`config.mk`:
```
export PLATFORM = sky130hd
export DESIGN_NAME = nibble_add_seq_flat
export DESIGN_NICKNAME = d
export VERILOG_FILES = /design/src/rtl/nibble_add_seq_if.sv /design/src/rtl/nibble_add_seq.sv /design/src/flat_wrapper.sv
export SDC_FILE = /design/constraint.sdc
export NUM_CORES = 1
export LEC_CHECK = 0
export ABC_AREA = 1
export BUFFER_PORTS_ARGS = -buffer_cell sky130_fd_sc_hd__buf_2
export CAP_MARGIN = 20
export CORE_ASPECT_RATIO = 0.5
export CORE_UTILIZATION = 49
export CTS_CLUSTER_SIZE = 40
export DETAILED_ROUTE_END_ITERATION = 8
export PLACE_DENSITY = 0.71
export SETUP_SLACK_MARGIN = 0.2
export SYNTH_ARGS = -nofsm -noshare
export SYNTH_HDL_FRONTEND = slang
export SYNTH_SLANG_ARGS = --single-unit
export TNS_END_PERCENT = 100
```
`constraint.sdc`:
```
create_clock -name clk -period 2.47 [get_ports clk]
set_input_delay 0.3705 -clock clk [delete_from_list [all_inputs] [get_ports clk]]
set_output_delay 0.3705 -clock clk [all_outputs]
set_load 0.05 [all_outputs]
```
`src/rtl/nibble_add_seq_if.sv`:
```
// Requester and adder-slice signal bundle for nibble_add_seq.
// slave is the controller's view; master is the requester/adder side.
interface nibble_add_seq_if #(
    parameter int WIDTH = 16
);
    logic             start;
    logic [WIDTH-1:0] op_a;
    logic [WIDTH-1:0] op_b;
    logic             op_cin;
    logic             busy;
    logic             done;
    logic [WIDTH-1:0] result;
    logic             cout;
    logic [3:0]       add_a;
    logic [3:0]       add_b;
    logic             add_cin;
    logic [3:0]       add_sum;
    logic             add_cout;

    modport master (
        output start, op_a, op_b, op_cin, add_sum, add_cout,
        input  busy, done, result, cout, add_a, add_b, add_cin
    );

    modport slave (
        input  start, op_a, op_b, op_cin, add_sum, add_cout,
        output busy, done, result, cout, add_a, add_b, add_cin
    );
endinterface

```
`src/rtl/nibble_add_seq.sv`:
```
// Sequential WIDTH-bit adder: drives one external 4-bit adder slice a nibble
// per clock, LSB first, with the carry registered between nibbles.
module nibble_add_seq #(
    parameter int WIDTH = 16
) (
    input  logic             clk,
    input  logic             rst,
    nibble_add_seq_if.slave  bus
);
    localparam int NIB  = WIDTH / 4;
    localparam int IDXW = (NIB > 1) ? $clog2(NIB) : 1;

    typedef enum logic [1:0] {S_IDLE, S_RUN, S_DONE} state_t;

    state_t            r_state;
    state_t            w_next;
    logic [WIDTH-1:0]  r_sh_a;
    logic [WIDTH-1:0]  r_sh_b;
    logic [WIDTH-5:0]  r_acc;
    logic              r_carry;
    logic [IDXW-1:0]   r_idx;
    logic [WIDTH-1:0]  r_result;
    logic              r_cout;
    logic              w_last;
    logic [WIDTH-1:0]  w_acc_cat;

    // Only the upper WIDTH-4 accumulator bits are ever observed, so just those
    // are stored; the concatenation is the full shifted accumulator.
    assign w_acc_cat = {bus.add_sum, r_acc};
    assign w_last    = (r_idx == IDXW'(NIB - 1));

    assign bus.busy   = (r_state != S_IDLE);
    assign bus.done   = (r_state == S_DONE);
    assign bus.result = r_result;
    assign bus.cout   = r_cout;

    always_ff @(posedge clk or posedge rst) begin
        if (rst) begin
            r_state <= S_IDLE;
        end else begin
            r_state <= w_next;
        end
    end

    always_comb begin
        w_next      = r_state;
        bus.add_a   = '0;
        bus.add_b   = '0;
        bus.add_cin = 1'b0;
        case (r_state)
            S_IDLE: begin
                if (bus.start) w_next = S_RUN;
            end
            S_RUN: begin
                bus.add_a   = r_sh_a[3:0];
                bus.add_b   = r_sh_b[3:0];
                bus.add_cin = r_carry;
                if (w_last) w_next = S_DONE;
            end
            S_DONE: begin
                w_next = S_IDLE;
            end
            default: begin
                w_next = S_IDLE;
            end
        endcase
    end

    always_ff @(posedge clk or posedge rst) begin
        if (rst) begin
            r_sh_a   <= '0;
            r_sh_b   <= '0;
            r_acc    <= '0;
            r_carry  <= 1'b0;
            r_idx    <= '0;
            r_result <= '0;
            r_cout   <= 1'b0;
        end else begin
            case (r_state)
                S_IDLE: begin
                    if (bus.start) begin
                        r_sh_a  <= bus.op_a;
                        r_sh_b  <= bus.op_b;
                        r_carry <= bus.op_cin;
                        r_idx   <= '0;
                        r_acc   <= '0;
                    end
                end
                S_RUN: begin
                    r_acc   <= w_acc_cat[WIDTH-1:4];
                    r_carry <= bus.add_cout;
                    r_sh_a  <= r_sh_a >> 4;
                    r_sh_b  <= r_sh_b >> 4;
                    r_idx   <= r_idx + IDXW'(1);
                    if (w_last) begin
                        r_result <= w_acc_cat;
                        r_cout   <= bus.add_cout;
                    end
                end
                default: begin
                end
            endcase
        end
    end
endmodule

```
`src/flat_wrapper.sv`:
```
// flat-port wrapper written by rule: the top's interface ports become plain ports
module nibble_add_seq_flat 
#(
    parameter int WIDTH = 16
)
  (clk, rst, bus_start, bus_op_a, bus_op_b, bus_op_cin, bus_add_sum, bus_add_cout, bus_busy, bus_done, bus_result, bus_cout, bus_add_a, bus_add_b, bus_add_cin);
  nibble_add_seq_if #(.WIDTH(WIDTH)) bus_i ();
  input  logic clk;
  input  logic rst;
  input wire logic [$bits(bus_i.start)-1:0] bus_start;
  input wire logic [$bits(bus_i.op_a)-1:0] bus_op_a;
  input wire logic [$bits(bus_i.op_b)-1:0] bus_op_b;
  input wire logic [$bits(bus_i.op_cin)-1:0] bus_op_cin;
  input wire logic [$bits(bus_i.add_sum)-1:0] bus_add_sum;
  input wire logic [$bits(bus_i.add_cout)-1:0] bus_add_cout;
  output wire logic [$bits(bus_i.busy)-1:0] bus_busy;
  output wire logic [$bits(bus_i.done)-1:0] bus_done;
  output wire logic [$bits(bus_i.result)-1:0] bus_result;
  output wire logic [$bits(bus_i.cout)-1:0] bus_cout;
  output wire logic [$bits(bus_i.add_a)-1:0] bus_add_a;
  output wire logic [$bits(bus_i.add_b)-1:0] bus_add_b;
  output wire logic [$bits(bus_i.add_cin)-1:0] bus_add_cin;
  assign bus_i.start = bus_start;
  assign bus_i.op_a = bus_op_a;
  assign bus_i.op_b = bus_op_b;
  assign bus_i.op_cin = bus_op_cin;
  assign bus_i.add_sum = bus_add_sum;
  assign bus_i.add_cout = bus_add_cout;
  assign bus_busy = bus_i.busy;
  assign bus_done = bus_i.done;
  assign bus_result = bus_i.result;
  assign bus_cout = bus_i.cout;
  assign bus_add_a = bus_i.add_a;
  assign bus_add_b = bus_i.add_b;
  assign bus_add_cin = bus_i.add_cin;
  nibble_add_seq #(.WIDTH(WIDTH)) u_core (.clk(clk), .rst(rst), .bus(bus_i));
endmodule
```
After elaboration in Yosys (flattened, before gate mapping). Index checks and enable logic that the tools add are counted.

Flip-flop bits (word level): 66. Input bits: 41. Output and inout port bits: 28. Word-level logic and storage cells: 36.

Add/sub/neg operators: 1. Equal/unequal tests: 5. Mux-type cells: 16. Reductions and logical operators: 6.

Operators by type and width (count): 16-bit one-hot mux with 2 select lines (2); 16-bit 2-to-1 mux (2); 12-bit one-hot mux with 2 select lines (1); 12-bit 2-to-1 mux (1); 4-bit 2-to-1 mux (2); 2-bit one-hot mux with 2 select lines (2); 2-bit 2-to-1 mux (3); 2-bit AND reduction (3); 2-bit equality test (second input constant) (2); 2-bit nonzero test (2); 2-bit by 1-bit adder with 2-bit output (second input constant) (1); 2-bit by 1-bit equality test with 1-bit output (second input constant) (1); 2-bit zero test (1); 1-bit 2-to-1 mux (2); 2-bit by 1-bit != test with 1-bit output (second input constant) (1); 2-bit != test (second input constant) (1); 1-bit one-hot mux with 2 select lines (1).

Depth between registers and ports, before layout. Gate-level depths: netlist (run 1).

Word-level depth: 3. Mapped depth: 8. Depth with buffers taken out: 6.

Least setup slack after synthesis (run 1). No wires, ideal clock.

Path type: flip-flop to output port. Start: register u_core.r_state[1]. End: output bus_add_a[0]. Data arrival time: 1416 ps. Setup slack: 683 ps. Cell stages (with the launch flop): 5. Path buffers: 1. Path through: dfrtp_1 inv_2 nand2_2 buf_2 nor2_1.

Longest elaborated chain between the ends: 2.

Ends and longest elaborated chain: from (decl) (RTL line nibble_add_seq.sv:15) `state_t r_state;`; from (signal assigned) (RTL line nibble_add_seq.sv:41) `r_state <= w_next;`; 2-bit by 1-bit equality test with 1-bit output (RTL line nibble_add_seq.sv:50) `case (r_state)`; 4-bit 2-to-1 mux (RTL line nibble_add_seq.sv:50); to (decl) (RTL line flat_wrapper.sv:20) `output wire logic [$bits(bus_i.add_a)-1:0] bus_add_a;`.

No other way between the ends.

Worst setup path in the final report (run 1).
Start: register u_core.r_state[1]. End: output bus_add_a[3].

The elaborated chain is that of the path after synthesis.

==> results by group, run 1 <==
Status
  • Status: complete, but fails checks
  • Failing checks: DRC

Setup path
  • Cells on worst reg2reg path: 5
  • Kind of start point of the critical path: flop
  • R2R Path Start: u_core.r_state[1]
  • Kind of critical path: flop to output pin
  • R2r setup slk: 0.73 ns
  • Worst path required time: roughly 2.1 ns
  • Crit. End Element: output pin
  • Crit-path max FO: 35
  • RR Endpoint: u_core.r_sh_a[8]
  • Critical Path AT: between 1.5 and 2 ns

Placement
  • IO buf count: slightly below 70
  • Final GP Congestion: between 0.7 and 0.8
  • Post-DP HPWL: approximately 4300 um

Logic synthesis
  • Avg Inst Size Synth: around 8.3 sq um
  • Largest cells by area after synthesis: dfrtp_1 56%, nand3_1 13%, nand2_1 11%, inv_1 5.7%, o21ai_1 3.4%
  • Mapped Cells: about 350
  • Post-synth top flop: dfrtp_1
  • Syn_nets: around 400
  • Synthesized area: between 2000 and 3000 sq um
  • EDFF count, synth: 0
  • Post-synth top area share: 0.562
  • Synth cell types: 18
  • Synth Warn #: 0
  • Sequential share of the synthesized area: 0.562
  • Cell taking the most area after synthesis: dfrtp_1
  • FF+latch count, synth: 66
  • Ys async rst share: 1.00

Die
  • CORE AREA: 5630 sq um
  • Starting Density: 0.521
  • Area of the die: 6330 sq um
  • FP Rows: 19
  • Die outline height: 56.8 um
  • IO Count: 69
  • Die Width: 112 um

Clock tree
  • H-tree levels: 3
  • Worst-path clk slew: about 0.05 ns
  • Later-pin clock latency in the skew report: 0.33 ns
  • Clock sinks: between 60 and 70
  • Post-CTS setup buffers: 0
  • CTS tree: done
  • Clock Root Buffer: clkbuf_16
  • Clock buffer count from CTS: 9
  • Maximum clock insertion buffer count: 2

Finish
  • Antenna Diode Count: 0
  • Commonest non-fill, non-tap cell in the layout: nand2_1
  • Most frequent cells in the layout: 90 x nand2_1, 79 x nand3_1, 68 x buf_2, 66 x dfrtp_1, 44 x inv_1
  • Area grow syn2layout: 24.0%
  • Core Util, Final: 0.647
  • Final net count: 460
  • Share of layout cells above drive strength 1: 0.239

Route
  • Post-detailed-route wirelength per cell: 13.1 um
  • DRT iter0 DRCs: between 150 and 200
  • DR DRC count: 3
  • Routed Antenna Nets: 0
  • Drt first pass iters: 7
  • Final WL: between 6000 and 7000 um
  • Via count: about 2,500
  • Via density: a little over 5

Timing
  • Slew Limit Fails: 0
  • Fmax: approximately 480 MHz
  • Slew HR: 0.595
  • Final Hold Fails: 0
  • RSZ-0062 raised after global routing: false
  • Setup violators final: 0
  • Setup TNS: 0 ns
  • Worst Tran Pin Value: about 0.61 ns
  • Final worst-path cycle share: 0.845
  • Crit path time final: 2.09 ns
  • Final setup skew: ~0.0052 ns

GRT
  • Gr ovfl total: 0
  • Largest net degree at the start of global routing: 39
  • Initial antenna violation count: 0
  • Number of global-route vias before repair: about 2,400
  • First-pass GRT wire length: approximately 11,000 um
  • Gr usage total: 0.231

Power and ir drop
  • Tot Pwr: approximately 5.7 mW
  • Worst VDD drop: roughly 910 uV
  • Leak: a little under 2 nW
  • Power Dens Cells: ~1600 nW/um^2

Run
  • Max Cap Viol: 0

Hold path
  • Hold Crit Class: input pin to asynchronous set/reset pin
==> Yosys cell counts (2+ instances only) <==
master and count:
nand2_1 90, nand3_1 79, dfrtp_1 66, inv_1 45
o21ai_1 20, buf_2 12, nor2_1 11, o21ai_0 8
buf_4 4, clkbuf_1 3, inv_2 3, nand2_2 3
nor2_2 3, buf_6 2
==> critical path: stages, from the launching register on <==
cell     delay (ns)
dfrtp_1        0.42
inv_2          0.25
nand2_4        0.27
nor2_1         0.16
buf_2          0.28
==> metal layers <==
metal | GRT usage | up-vias | part of all wire
li1 | - | 1246 | -
met1 | 0.302 | 1180 | 0.46
met2 | 0.371 | 67 | 0.48
met3 | 0.0788 | 6 | 0.051
met4 | 0.0598 | 0 | 0.0097
met5 | 0 | - | 0
==> what timing repair did <==
action,4_1_cts,5_1_grt
gates resized for setup,1,0
hold endpoints to repair,0,0
hold buffers,0,0
setup endpoints to repair,1,0
==> sequential cells by signal, summed over array words and instances, names as in the netlist <==
signal	cells
u_core.r_state	2
u_core.r_acc	12
u_core.r_carry	1
u_core.bus.result	16
u_core.bus.cout	1
u_core.r_sh_b	16
u_core.r_sh_a	16
u_core.r_idx	2
==> power by group <==
part	switching [mW]	internal, mW
combinational	1.84	0.665
clock	0.480	0.891
sequential	0.261	1.57
==> worst max-delay path by stage <==
stage | slack [ns] | start | endpoint
floorplan | 0.44 | rst | u_core.bus.cout
global placement | 0.61 | u_core.r_state[1] | u_core.r_sh_a[9]
detailed placement | 0.53 | u_core.r_state[1] | u_core.r_sh_a[10]
CTS | 0.39 | u_core.r_state[1] | bus_add_a[3]
global route | 0.24 | u_core.r_state[1] | bus_add_a[2]
finish | 0.38 | u_core.r_state[1] | bus_add_a[3]
==> cell families (layout without fill, tap and decap cells) <==
group           after synthesis  after routing  share of synthesized area
buf+inv                      69            139                      0.103
compound gates               30             30                     0.0515
simple gates                187            187                      0.279
flops                        66             66                      0.562
fa+ha+maj                     1              1                    0.00426
==> through the flow <==
stage	worst slack [ns]	std cells	hold WS (ns)	instance area (sq um)
finish	0.382	496	0.109	3640
global route	0.239	496	0.176	3640
CTS	0.385	496	0.125	3640
detailed placement	0.533	480	0.469	3310
global placement	0.609	480	0.459	3310
floorplan	0.445	353	0.450	2940
==> layout make-up <==
cell class,count,area (sq um)
fillers,481,1990
flip-flops and latches,66,1650
multi-input cells,218,987
repair buffers,75,405
clock buffers,9,225
inverters,48,180
clock inverters,7,103
well taps,73,91.3
No activity file was read; power rests on OpenSTA's default activity.
==> inputs of run 2 (changes only) <==
clock period = 2.2 ns   (was 2.47 ns; I/O delays follow)
==> results by group, run 2 (same netlist as run 1, synthesis figures left out) <==
Finish
  • Final Non-Filler Cells: around 500
  • Commonest non-fill, non-tap cell in the layout: nand2_1
  • Core Util, Final: 0.650
  • Share of layout cells above drive strength 1: 0.242
  • Antenna Diode Count: 0
  • Final net count: between 400 and 500
  • Area grow syn2layout: 24.6%
  • Most frequent cells in the layout: 90 x nand2_1, 79 x nand3_1, 68 x buf_2, 66 x dfrtp_1, 44 x inv_1
  • Final instance area: between 3000 and 4000 sq um

Placement
  • Final GP Congestion: 0.755
  • Placed Cells: 482
  • Post-DP HPWL: slightly above 4000 um
  • Area post-placement: roughly 3300 sq um
  • Place WS: about 0.46 ns
  • IO buf count: a little under 70

Clock tree
  • Clock Root Buffer: clkbuf_16
  • Maximum clock insertion buffer count: 2
  • Later-pin clock latency in the skew report: 0.32 ns
  • Clock sinks: 66
  • Clock buffer count from CTS: 9
  • CTS tree: done
  • H-tree levels: 3
  • Hold_buf cts: 0
  • Worst-path clk slew: 0.05 ns
  • Post-CTS setup buffers: 0

Timing
  • Fmax: ~550 MHz
  • Slew Limit Fails: 0
  • Setup TNS: 0 ns
  • Final Hold Fails: 0
  • Hold Slack: between 0.07 and 0.08 ns
  • Final WS setup: 0.390 ns
  • Final worst-path cycle share: 0.823
  • Worst Tran Pin Value: 0.608 ns
  • Setup violators final: 0
  • RSZ-0062 raised after global routing: false
  • Final setup skew: roughly 0.0056 ns
  • Slew HR: 0.594
  • Crit path time final: 1.81 ns

Status
  • Failing checks: DRC
  • Status: complete, but fails checks

Run
  • Max Cap Viol: 0

Die
  • Die Width: roughly 110 um
  • Starting Density: 0.521
  • IO Count: 69
  • Die outline height: 56.8 um
  • CORE AREA: roughly 5600 sq um
  • FP Rows: 19
  • Area of the die: 6330 sq um

Power and ir drop
  • Power Dens Cells: roughly 1700 nW/um^2
  • Worst VDD drop: 945 uV
  • Tot Pwr: approximately 6.4 mW
  • Leak: 1.99 nW

Setup path
  • Crit. End Element: output pin
  • RR Endpoint: u_core.r_sh_a[0]
  • Critical Path AT: around 1.5 ns
  • Crit-path cells: nand2_4 -> nor2_1 -> buf_2
  • CP bufs+invs: 1
  • CP max stage delay: 0.49 ns
  • Crit-path max FO: 28
  • Critical-path top delay cell: dfrtp_1
  • R2r setup slk: just over 0.6 ns
  • R2R Path Start: u_core.r_state[1]
  • Delay-heaviest family, CP: flip-flops
  • Cells on worst reg2reg path: 6
  • Kind of critical path: flop to output pin
  • Worst path required time: approximately 1.9 ns
  • Kind of start point of the critical path: flop

Route
  • Final WL: 6220 um
  • DRT iter0 DRCs: 153
  • Routed Antenna Nets: 0
  • Drt first pass iters: 7
  • Via count: between 2,000 and 2,500
  • Post-detailed-route wirelength per cell: around 12 um
  • DR DRC count: 3
  • Via density: ~5

GRT
  • First-pass GRT wire length: 10,800 um
  • Gr usage total: 0.221
  • Initial antenna violation count: 0
  • Gr ovfl total: 0
  • Largest net degree at the start of global routing: 39
  • Number of global-route vias before repair: 2,379

Hold path
  • Hold Crit Class: input pin to asynchronous set/reset pin
run 2: final cells by class:
| cell class | instances | area [sq um] |
|---|---|---|
| clock buffers | 10 | 239 |
| clock inverters | 6 | 90.1 |
| fillers | 472 | 1970 |
| inverters | 48 | 180 |
| multi-input cells | 218 | 987 |
| flip-flops and latches | 66 | 1650 |
| well taps | 73 | 91.3 |
| repair buffers | 77 | 420 |
run 2: what timing repair did:
action | in CTS | in global routing
hold endpoints to repair | 0 | 0
setup endpoints to repair | 0 | 9
gates resized for setup | 0 | 1
run 2: worst reg2reg max path: stages, from the launching register on:
cell and delay, ns:
dfrtp_1 0.43, inv_2 0.10, buf_4 0.20, nand2_2 0.11, nand2_2 0.42, nand3_1 0.17, nand2_1 0.10
run 2: per-layer routing:
| metal | up-vias | share of wire | global-route usage | wire, um |
|---|---|---|---|---|
| met5 | - | 0 | 0 | 0 |
| met4 | 0 | 0.0039 | 0.0521 | 24 |
| met3 | 2 | 0.058 | 0.0756 | 359 |
| met2 | 75 | 0.47 | 0.369 | 2910 |
| met1 | 1169 | 0.47 | 0.279 | 2920 |
| li1 | 1252 | - | - | - |
run 2: worst max-delay path by stage:
stage	end	from	cells past startpoint	slack (ns)
2_1_floorplan	u_core.bus.cout	rst	1	0.22
3_3_place_gp	u_core.r_sh_a[11]	u_core.r_state[1]	5	0.59
3_5_place_dp	u_core.r_acc[6]	u_core.r_state[0]	3	0.46
4_1_cts	bus_add_cin	u_core.r_state[0]	3	0.22
5_1_grt	bus_add_a[1]	u_core.r_state[0]	3	0.28
6_report	bus_add_cin	u_core.r_state[0]	3	0.39
run 2: power breakdown:
group,switching (mW),leakage [nW],internal [mW]
combinational,2.04,0.991,0.766
sequential,0.291,0.843,1.76
clock,0.506,0.159,1.02
total,2.84,1.99,3.55
